==> config.mk <==
export PLATFORM = sky130hd
export DESIGN_NAME = matrix_scanner
export DESIGN_NICKNAME = d
export VERILOG_FILES = /design/src/rtl/matrix_scanner_pkg.sv /design/src/rtl/matrix_scanner_slot_timer.sv /design/src/rtl/matrix_scanner.sv
export SDC_FILE = /design/constraint.sdc
export NUM_CORES = 1
export LEC_CHECK = 0
export ABC_CLOCK_PERIOD_IN_PS = 3150
export CORE_UTILIZATION = 56
export DETAILED_ROUTE_END_ITERATION = 8
export PLACE_DENSITY = 0.81
export REMOVE_ABC_BUFFERS = 1
export SYNTH_ARGS = -nofsm -noshare
export SYNTH_HDL_FRONTEND = slang
export SYNTH_HIERARCHICAL = 1
export SYNTH_SLANG_ARGS = --single-unit
==> constraint.sdc <==
create_clock -name clk_i -period 3.15 [get_ports clk_i]
set_clock_uncertainty 0.1 [all_clocks]
set_input_delay 0.315 -clock clk_i [delete_from_list [all_inputs] [get_ports clk_i]]
set_output_delay 0.315 -clock clk_i [all_outputs]
set_load 0.01 [all_outputs]
==> src/rtl/matrix_scanner_pkg.sv <==
// rtl/matrix_scanner_pkg.sv - shared types and constants for the LED matrix scanner
package matrix_scanner_pkg;

    typedef enum logic [1:0] {
        ST_IDLE  = 2'd0,
        ST_BLANK = 2'd1,
        ST_ON    = 2'd2
    } state_e;

    localparam int BRIGHT_W  = 4;
    localparam int PWM_STEPS = 16;
    localparam int STEP_W    = $clog2(PWM_STEPS);

    // Counter width able to hold 0..n-1, never narrower than one bit.
    function automatic int idx_width(input int n);
        return (n > 1) ? $clog2(n) : 1;
    endfunction

endpackage

==> src/rtl/matrix_scanner_slot_timer.sv <==
// rtl/matrix_scanner_slot_timer.sv - blank/step/cycle counters for one column slot
module slot_timer
    import matrix_scanner_pkg::*;
#(
    parameter int STEP_CYCLES  = 4,
    parameter int BLANK_CYCLES = 2
) (
    input  logic              clk_i,
    input  logic              reset_i,
    input  logic              clear_i,
    input  state_e            state_i,
    output logic              blank_done_o,
    output logic              slot_done_o,
    output logic [STEP_W-1:0] step_next_o
);

    localparam int CNT_MAX = (STEP_CYCLES > BLANK_CYCLES) ? STEP_CYCLES : BLANK_CYCLES;
    localparam int CNT_W   = idx_width(CNT_MAX);
    localparam logic [CNT_W-1:0]  BLANK_LAST = CNT_W'(BLANK_CYCLES - 1);
    localparam logic [CNT_W-1:0]  STEP_LAST  = CNT_W'(STEP_CYCLES - 1);
    localparam logic [STEP_W-1:0] PWM_LAST   = STEP_W'(PWM_STEPS - 1);

    logic [CNT_W-1:0]  cnt_q, cnt_d;
    logic [STEP_W-1:0] step_q, step_d;
    logic              step_end;

    assign blank_done_o = (state_i == ST_BLANK) && (cnt_q == BLANK_LAST);
    assign step_end     = (state_i == ST_ON) && (cnt_q == STEP_LAST);
    assign slot_done_o  = step_end && (step_q == PWM_LAST);
    // The next step index lines up with the registered outputs in the top.
    assign step_next_o  = step_d;

    // Next-state counters: cycle counter inside BLANK or a PWM step, step index in ON.
    always_comb begin
        cnt_d  = cnt_q;
        step_d = step_q;
        if (clear_i || (state_i == ST_IDLE)) begin
            cnt_d  = '0;
            step_d = '0;
        end else if (state_i == ST_BLANK) begin
            if (blank_done_o) begin
                cnt_d  = '0;
                step_d = '0;
            end else begin
                cnt_d = cnt_q + CNT_W'(1);
            end
        end else if (state_i == ST_ON) begin
            if (step_end) begin
                cnt_d  = '0;
                step_d = step_q + STEP_W'(1);
            end else begin
                cnt_d = cnt_q + CNT_W'(1);
            end
        end
    end

    // Counter registers.
    always_ff @(posedge clk_i or negedge reset_i) begin
        if (!reset_i) begin
            cnt_q  <= '0;
            step_q <= '0;
        end else begin
            cnt_q  <= cnt_d;
            step_q <= step_d;
        end
    end

endmodule

==> src/rtl/matrix_scanner.sv <==
// rtl/matrix_scanner.sv - column-multiplexed LED matrix driver with double-buffered image
module matrix_scanner
    import matrix_scanner_pkg::*;
#(
    parameter int ROWS           = 7,
    parameter int COLS           = 5,
    parameter int STEP_CYCLES    = 4,
    parameter int BLANK_CYCLES   = 2,
    parameter int ACTIVE_LOW_OUT = 0
) (
    input  logic                 clk_i,
    input  logic                 reset_i,
    input  logic                 enable_i,
    input  logic [ROWS*COLS-1:0] image_i,
    input  logic                 image_load_i,
    input  logic [BRIGHT_W-1:0]  brightness_i,
    output logic [ROWS-1:0]      row_data_o,
    output logic [COLS-1:0]      col_drive_o,
    output logic                 frame_start_o,
    output logic                 load_pending_o
);

    localparam int               COL_W    = idx_width(COLS);
    localparam logic [COL_W-1:0] COL_LAST = COL_W'(COLS - 1);
    localparam logic             INV      = (ACTIVE_LOW_OUT != 0);
    localparam logic [ROWS-1:0]  ROW_OFF  = {ROWS{INV}};
    localparam logic [COLS-1:0]  COL_OFF  = {COLS{INV}};

    state_e                state_q, state_d;
    logic [COL_W-1:0]      col_q, col_d;
    logic [BRIGHT_W-1:0]   bright_q, bright_d;
    logic [ROWS*COLS-1:0]  pend_q, pend_d;
    logic [ROWS*COLS-1:0]  disp_q, disp_d;
    logic                  pending_q, pending_d;
    logic                  frame_start_q, frame_start_d;
    logic [ROWS-1:0]       row_data_q, row_data_d;
    logic [COLS-1:0]       col_drive_q, col_drive_d;

    logic                  blank_done;
    logic                  slot_done;
    logic [STEP_W-1:0]     step_next;
    logic                  enter_blank;
    logic                  boundary;
    logic                  lit;
    logic [ROWS-1:0]       row_sel;

    slot_timer #(
        .STEP_CYCLES  (STEP_CYCLES),
        .BLANK_CYCLES (BLANK_CYCLES)
    ) u_slot_timer (
        .clk_i        (clk_i),
        .reset_i      (reset_i),
        .clear_i      (!enable_i),
        .state_i      (state_q),
        .blank_done_o (blank_done),
        .slot_done_o  (slot_done),
        .step_next_o  (step_next)
    );

    // Scan FSM and column index; dropping enable abandons the frame at once.
    always_comb begin
        state_d = state_q;
        col_d   = col_q;
        case (state_q)
            ST_IDLE:  state_d = ST_BLANK;
            ST_BLANK: if (blank_done) state_d = ST_ON;
            ST_ON: begin
                if (slot_done) begin
                    state_d = ST_BLANK;
                    col_d   = (col_q == COL_LAST) ? '0 : col_q + COL_W'(1);
                end
            end
            default:  state_d = ST_IDLE;
        endcase
        if (!enable_i || (state_q == ST_IDLE)) begin
            col_d = '0;
        end
        if (!enable_i) begin
            state_d = ST_IDLE;
        end
    end

    assign enter_blank   = enable_i && ((state_q == ST_IDLE) || ((state_q == ST_ON) && slot_done));
    assign boundary      = enter_blank && (col_d == '0);
    assign frame_start_d = boundary;
    assign bright_d      = enter_blank ? brightness_i : bright_q;

    // Image buffers: the commit happens during the frame_start cycle, which is
    // always a BLANK cycle of column 0, so the display never changes mid-frame.
    always_comb begin
        pend_d    = image_load_i ? image_i : pend_q;
        disp_d    = disp_q;
        pending_d = pending_q;
        if (frame_start_q) begin
            pending_d = 1'b0;
            if (image_load_i) begin
                disp_d = image_i;
            end else if (pending_q) begin
                disp_d = pend_q;
            end
        end else if (image_load_i) begin
            pending_d = 1'b1;
        end
    end

    // Output pattern for the cycle after this edge, using next-state values so the
    // first ON cycle already drives the column.
    always_comb begin
        row_sel = '0;
        for (int c = 0; c < COLS; c++) begin
            if (col_d == COL_W'(c)) begin
                row_sel = disp_d[c*ROWS +: ROWS];
            end
        end
        lit         = (state_d == ST_ON) && (step_next <= bright_q);
        row_data_d  = (lit ? row_sel : '0) ^ ROW_OFF;
        col_drive_d = (lit ? (COLS'(1) << col_d) : '0) ^ COL_OFF;
    end

    // FSM state, column index and sampled brightness.
    always_ff @(posedge clk_i or negedge reset_i) begin
        if (!reset_i) begin
            state_q  <= ST_IDLE;
            col_q    <= '0;
            bright_q <= '0;
        end else begin
            state_q  <= state_d;
            col_q    <= col_d;
            bright_q <= bright_d;
        end
    end

    // Pending and display buffers.
    always_ff @(posedge clk_i or negedge reset_i) begin
        if (!reset_i) begin
            pend_q    <= '0;
            disp_q    <= '0;
            pending_q <= 1'b0;
        end else begin
            pend_q    <= pend_d;
            disp_q    <= disp_d;
            pending_q <= pending_d;
        end
    end

    // Registered outputs, held inactive under reset.
    always_ff @(posedge clk_i or negedge reset_i) begin
        if (!reset_i) begin
            row_data_q    <= ROW_OFF;
            col_drive_q   <= COL_OFF;
            frame_start_q <= 1'b0;
        end else begin
            row_data_q    <= row_data_d;
            col_drive_q   <= col_drive_d;
            frame_start_q <= frame_start_d;
        end
    end

    assign row_data_o     = row_data_q;
    assign col_drive_o    = col_drive_q;
    assign frame_start_o  = frame_start_q;
    assign load_pending_o = pending_q;

endmodule
==> results of run 1 <==
## cell families after synthesis
group / after synthesis
AND/OR/NAND/NOR: 132
AO/OA/AOI/OAI: 129
flip-flops: 99
buffers and inverters: 43
multiplexers: 24
adder cells (fa/ha/maj): 10
XOR/XNOR: 1
## cell type report
type	instances	share of cell area
Multi-Input combinational cell	296	0.360
Timing Repair Buffer	68	0.119
Clock buffer	11	0.0273
Clock inverter	4	0.0133
Sequential cell	99	0.446
Tap cell	105	0.0237
Inverter	15	0.0106
## stage by stage
| step | hold slack, ps | utilization |
|---|---|---|
| detailed placement | 262 | 0.650 |
| global placement | 251 | 0.650 |
| global route | 290 | 0.679 |
| CTS | 274 | 0.679 |
| floorplan | -80.6 | - |
| finish | 288 | 0.679 |
## layout by cell type, fill, tap and decap left out, drive strengths merged, types with 10 or more instances in the layout
cell type	Yosys	routed
nor2	54	54
inv	14	14
mux2	23	23
dfrtp	99	99
nand2	19	19
ha	10	10
a21o	14	14
nor2b	22	22
buf	20	13
a21oi	42	42
clkdlybuf4s50	0	54
clkbuf	8	11
o22ai	42	42
## worst register-to-register path: stages, from the launching register on
cell and delay [ps]:
dfrtp_1 440, ha_1 240, nand4b_1 160, nor2_1 290
nand3b_2 190, o221a_4 340, nand3b_4 230, o21ba_1 250
o22ai_1 90, a311oi_1 320
## power by group through the flow
stage | logic [W] | clock network [W] | registers, W
after floorplan | 0.000281 | 0 | 0.00149
after global routing | 0.000544 | 0.000975 | 0.00149
after detailed placement | 0.000490 | 0 | 0.00150
after global placement | 0.000469 | 0 | 0.00149
final | 0.000492 | 0.000903 | 0.00148
after CTS | 0.000494 | 0.000921 | 0.00148
## worst max-delay path by stage
stage,startpoint,endpoint,cells past startpoint
2_1_floorplan,u_slot_timer/cnt_q[0],col_drive_o[0],8
3_3_place_gp,enable_i,row_data_o[0],12
3_5_place_dp,enable_i,row_data_o[2],12
4_1_cts,u_slot_timer/cnt_q[0],row_data_o[1],9
5_1_grt,u_slot_timer/cnt_q[0],row_data_o[1],9
6_report,u_slot_timer/cnt_q[0],row_data_o[1],9
## registers in the layout, summed over array words and instances (netlist names)
name / cells
disp_q: 35
pend_q: 35
row_data_o: 7
col_drive_o: 5
bright_q: 4
u_slot_timer/step_q: 4
col_q: 3
state_q: 2
u_slot_timer/cnt_q: 2
frame_start_o: 1
load_pending_o: 1
## metal layers
| metal | part of all wire | vias up | wire length (um) |
|---|---|---|---|
| met5 | 0 | - | 0 |
| li1 | - | 1653 | - |
| met2 | 0.51 | 80 | 5180 |
| met1 | 0.44 | 1698 | 4470 |
| met4 | 0.012 | 0 | 119 |
| met3 | 0.040 | 9 | 406 |
==> out/qor.yml, run 1 <==
gp_congestion: 0.841
swShare: 0.255
die_w_um: 93.7
yosys.area.top_type: "dfrtp_1"
drt_iter0_markers: 159
dieArea_um2: 8780
ios: 57
crit_required_ps: 3300
num_rows: 33
seq_area_frac_synth: 0.526
fin_crit_sh: 0.875
cts_sinks: 99
worstHoldEndpoint: "load_pending_o"
worst_slew_pin_slew_ps: 647
yosys.area_share.adder: 0.0266
synth_cell_types: 53
maxSlewHeadroom: 0.566
power_w: 0.00287
seq_area_um2: 2480
worstRegToRegCells: 9
start_util: 0.576
power_frac_clock: 0.314
critPathCaptureType: "flop"
synth_seq_cells: 99
final_cell_count_no_fill: 598
setup_slack_ps: 393
antenna_found_initial: 0
top_usage_layer: "met2"
synth_top_family_by_area: "compound AO/OA/AOI/OAI gates"
grt_max_degree: 48
fmax_ghz: 0.363
slew_violations: 0
fin_nets: 542
nFillCells: 628
status: "completed"
yosysTopAreaCellShare: 0.526
cp-start-kind: "flop"
coreArea_um2: 8180
post_cts_buffers: 0
synth_compound_area_frac: 0.182
rsz0062_at_grt: "no"
p_seq_frac: 0.514
synthSimpleGateAreaFrac: 0.156
routedWlPerCell_um: 17.0
cts_tree: "yes"
antenna_cells: 0
cp_max_fo: 11
cts_root_buffer: "clkbuf_8"
vias_per_cell: 5.75
netlist_area_um2: 4710
slowest_delay_ps: 440
synth-xor-area-share: 0.00186
crit_buf_inv: 0
power_density_nw_per_um2: 518
multiInputGateArea_um2: 2000
leakage_nw: 2.39
regToRegStartpoint: "u_slot_timer/cnt_q[0]"
synthMuxAreaShare: 0.0571
crit_type: "reg2reg"
syn_area_per_cell_um2: 10.8
setup_viol: 0
htree_levels: 3
grt_usage: 0.248
synthTopCellsByArea: "dfrtp_1 53%, o22ai_1 5.6%, mux2_2 5.3%"
ys.flop_type: "dfrtp_1"
drt_wl_total_mm: 10.2
numPortBuffers: 56
postRouteAntennaNets: 0
hold_viol: 0
r2r_slack_ps: 390
synthArstFlopShare: 1.00
use_met3: 0.0469
clock_latency_ps: 360
hold_path_class: "in2reg"
synth-edff-count: 0
grt_pass1_wl_mm: 16.7
use_met1: 0.321
syn_inst: 438
crit_chain: "ha_1 -> nand4b_1 -> nor2_1 -> nand3b_2 -> o221a_4 -> nand3b_4 -> o21ba_1 -> o22ai_1 -> a311oi_1"
vias: 3440
p_comb_frac: 0.171
stdcell_area_um2: 5550
cts_hold_buf: 1
min_from: "image_load_i"
worst_r2r_endpoint: "row_data_o[1]"
dp_slack_ps: 357
tns_ps: 0
die_y_um: 93.7
cpMaxStageDelayCell: "dfrtp_1"
area_growth_pct: 17.8
yosysMostFrequentCell: "dfrtp_1"
yosysWarnings: 6
dp_hpwl_mm: 7.10
period_needed_ps: 2760
p_switching_w: 0.000731
min_path_cells: 3
cts_buffers: 9
drcViolationCount: 0
gr-usage-met2: 0.428
cts-resized-gates: 0
drt-pass1-iter-count: 4
place_area_um2: 5310
max-vdd-ir-drop_mv: 0.262
drive_gt1_frac: 0.140
grt_pass1_vias: 3479
p_int_w: 0.00214
grt-ovfl-total: 0
ys_top_cells_by_count: "99 x dfrtp_1, 53 x nor2_1, 42 x o22ai_1"
crit_family: "compound AO/OA/AOI/OAI gates"
crit_arrival_ps: 2900
placed_cells: 582
clockBufferDepth: 2
drv_cap: 0
clk_pin_slew_ps: 90
(Power assumes the default switching activity.)
==> run 2: changes to the inputs <==
- ABC_AREA: not set -> 1
- CORE_UTILIZATION: 56 -> 55
- PLACE_DENSITY: 0.81 -> 0.8
==> out/qor.yml, run 2 <==
stdcell_area_um2: 5390  # was 5550 um2
syn_inst: 519  # was 438
worst_slew_pin_slew_ps: 789  # was 647 ps
setup_slack_ps: 437  # was 393 ps
htree_levels: 3  # unchanged
max-vdd-ir-drop_mv: 0.369  # was 0.262 mV
antenna_found_initial: 0  # unchanged
hold_viol: 0  # unchanged
drt_iter0_markers: 169  # was 159
status: "completed"  # unchanged
cts_tree: "yes"  # unchanged
grt-ovfl-total: 0  # unchanged
seq_area_frac_synth: 0.542  # was 0.526
grt_usage: 0.244  # was 0.248
drt-pass1-iter-count: 4  # unchanged
clock_latency_ps: 360  # about the same
dieArea_um2: 8680  # was 8780 um2
gp_congestion: 0.861  # was 0.841
power_density_nw_per_um2: 596  # was 518 nW/um2
rsz0062_at_grt: "no"  # unchanged
grt_pass1_vias: 3470  # was 3479
crit_type: "reg2reg"  # unchanged
synth-edff-count: 0  # unchanged
yosysWarnings: 6  # unchanged
coreArea_um2: 7890  # was 8180 um2
die_w_um: 93.2  # was 93.7 um
synth_cell_types: 35  # was 53
tns_ps: 0  # unchanged
cts_buffers: 9  # unchanged
postRouteAntennaNets: 0  # unchanged
place_area_um2: 5200  # was 5310 um2
fin_crit_sh: 0.861  # was 0.875
fmax_ghz: 0.369  # was 0.363 GHz
critPathCaptureType: "flop"  # unchanged
dp_hpwl_mm: 6.76  # was 7.10 mm
fin_nets: 630  # was 542
num_rows: 32  # was 33
routedWlPerCell_um: 13.9  # was 17.0 um
vias_per_cell: 5.08  # was 5.75
cts-resized-gates: 0  # unchanged
drive_gt1_frac: 0.126  # was 0.140
dp_slack_ps: 336  # was 357 ps
layout_common_cells: "180 x nand2_1, 99 x dfrtp_1, 55 x clkdlybuf4s50_1, 42 x inv_1, 41 x nor2_1"  # was 99 x dfrtp_1, 54 x clkdlybuf4s50_1, 53 x nor2_1, 42 x o22ai_1, 41 x a21oi_1
antenna_cells: 0  # unchanged
cts_sinks: 99  # unchanged
yosysTopAreaCellShare: 0.542  # was 0.526
drv_cap: 0  # unchanged
netlist_area_um2: 4570  # was 4710 um2
synth_seq_cells: 99  # unchanged
hold_path_class: "reg2reg"  # was in2reg
cp_max_fo: 11  # unchanged
clockBufferDepth: 2  # unchanged
crit_arrival_ps: 2900  # about the same
yosys.area.top_type: "dfrtp_1"  # unchanged
drcViolationCount: 0  # unchanged
start_util: 0.579  # was 0.576
ys_top_cells_by_count: "180 x nand2_1, 99 x dfrtp_1, 42 x inv_1, 42 x nor2_1, 18 x nand4_1"  # was 99 x dfrtp_1, 53 x nor2_1, 42 x o22ai_1
cp-start-kind: "flop"  # unchanged
grt_max_degree: 63  # was 48
synthTopCellsByArea: "dfrtp_1 54%, nand2_1 15%, inv_1 3.5%"  # was dfrtp_1 53%, o22ai_1 5.6%, mux2_2 5.3%
crit_required_ps: 3330  # was 3300 ps
die_y_um: 93.2  # was 93.7 um
grt_pass1_wl_mm: 16.4  # was 16.7 mm
synthArstFlopShare: 1.00  # unchanged
leakage_nw: 2.69  # was 2.39 nW
cts_root_buffer: "clkbuf_8"  # unchanged
ys.flop_type: "dfrtp_1"  # unchanged
post_cts_buffers: 0  # unchanged
numPortBuffers: 56  # unchanged
period_needed_ps: 2710  # was 2760 ps
maxSlewHeadroom: 0.474  # was 0.566
syn_area_per_cell_um2: 8.80  # was 10.8 um2
area_growth_pct: 17.9  # was 17.8%
setup_viol: 0  # unchanged
cts_hold_buf: 1  # unchanged
drt_wl_total_mm: 9.51  # was 10.2 mm
ios: 57  # unchanged
fin_util: 0.683  # was 0.679
slew_violations: 0  # unchanged
clk_pin_slew_ps: 100  # was 90 ps
nFillCells: 613  # was 628
final_common_cell: "nand2_1"  # was dfrtp_1
yosysMostFrequentCell: "nand2_1"  # was dfrtp_1
vias: 3470  # was 3440
==> run 2: changes by cell type in the layout (fill, tap and decap cells not counted), moves of 8 or more <==
cell and change:
nor2b_1 -22, nand4_1 +17, or2_2 +14, o21ai_0 +10, nand3_1 +11, a311oi_1 -8, mux2_2 -21, o22ai_1 -42
nor2_1 -12, nand2_1 +162, a21oi_1 -30, inv_1 +29, a21o_1 -14
==> run 2: power breakdown <==
part           switching (W)  internal [W]
Combinational       0.000488      0.000328
Clock               0.000432      0.000314
Sequential         0.0000959       0.00155
Total                0.00102       0.00219
==> run 2: worst paths after layout <==
path | from | to | slack, ps | cells past startpoint
max | u_slot_timer/cnt_q[0] | row_data_o[5] | 440 | 12
min | pend_q[10] | pend_q[10] | 370 | 2
max reg2reg | u_slot_timer/cnt_q[0] | row_data_o[5] | 440 | 12
min reg2reg | pend_q[10] | pend_q[10] | 370 | 2
max in group asynchronous | reset_i | row_data_o[2] | 1680 | 3
min in group asynchronous | reset_i | pend_q[16] | 460 | 2
==> run 2: stage by stage <==
stage | total power [W] | hold WS (ps) | std cells
2_1_floorplan | 0.00218 | -80.6 | 502
3_3_place_gp | 0.00244 | 331 | 667
3_5_place_dp | 0.00249 | 347 | 667
4_1_cts | 0.00323 | 376 | 683
5_1_grt | 0.00343 | 393 | 683
6_report | 0.00321 | 374 | 683
==> run 2: layout make-up <==
type / instances / area, um2 / area share
clock buffer: 11 / 141 / 0.0262
multi-input combinational: 352 / 1790 / 0.332
timing repair buffer: 64 / 621 / 0.115
sequential: 99 / 2480 / 0.460
inverter: 51 / 196 / 0.0365
tap: 102 / 128 / 0.0237
clock inverter: 4 / 33.8 / 0.00627
==> run 2: critical path, cell delays in order, from the launching register on <==
cell	delay [ps]
dfrtp_1	420
ha_1	240
nand4_1	180
nor3b_1	220
buf_4	170
nand3_2	120
nand2_1	120
nand3_1	380
nand3_4	310
inv_4	80
nand2_1	60
nand2_1	70
a21oi_1	150
==> run 2: logic make-up (layout without fill, tap and decap cells) <==
kind of cell,count (synthesis),count (layout),synth area share
buffers and inverters,68,130,0.0663
and+or+nand+nor,291,291,0.297
muxes,1,1,0.00246
adders and majority gates,10,10,0.0274
DFF,99,99,0.542
AOI/OAI and AO/OA,50,50,0.0646
==> run 2: per-layer routing <==
layer  vias to the layer above  GRT usage  routed length, um
li1                       1755          -                  -
met1                      1638      0.332               4360
met2                        67      0.406               4720
met3                        10     0.0439                313
met4                         0     0.0641                105
met5                         -          0                  0
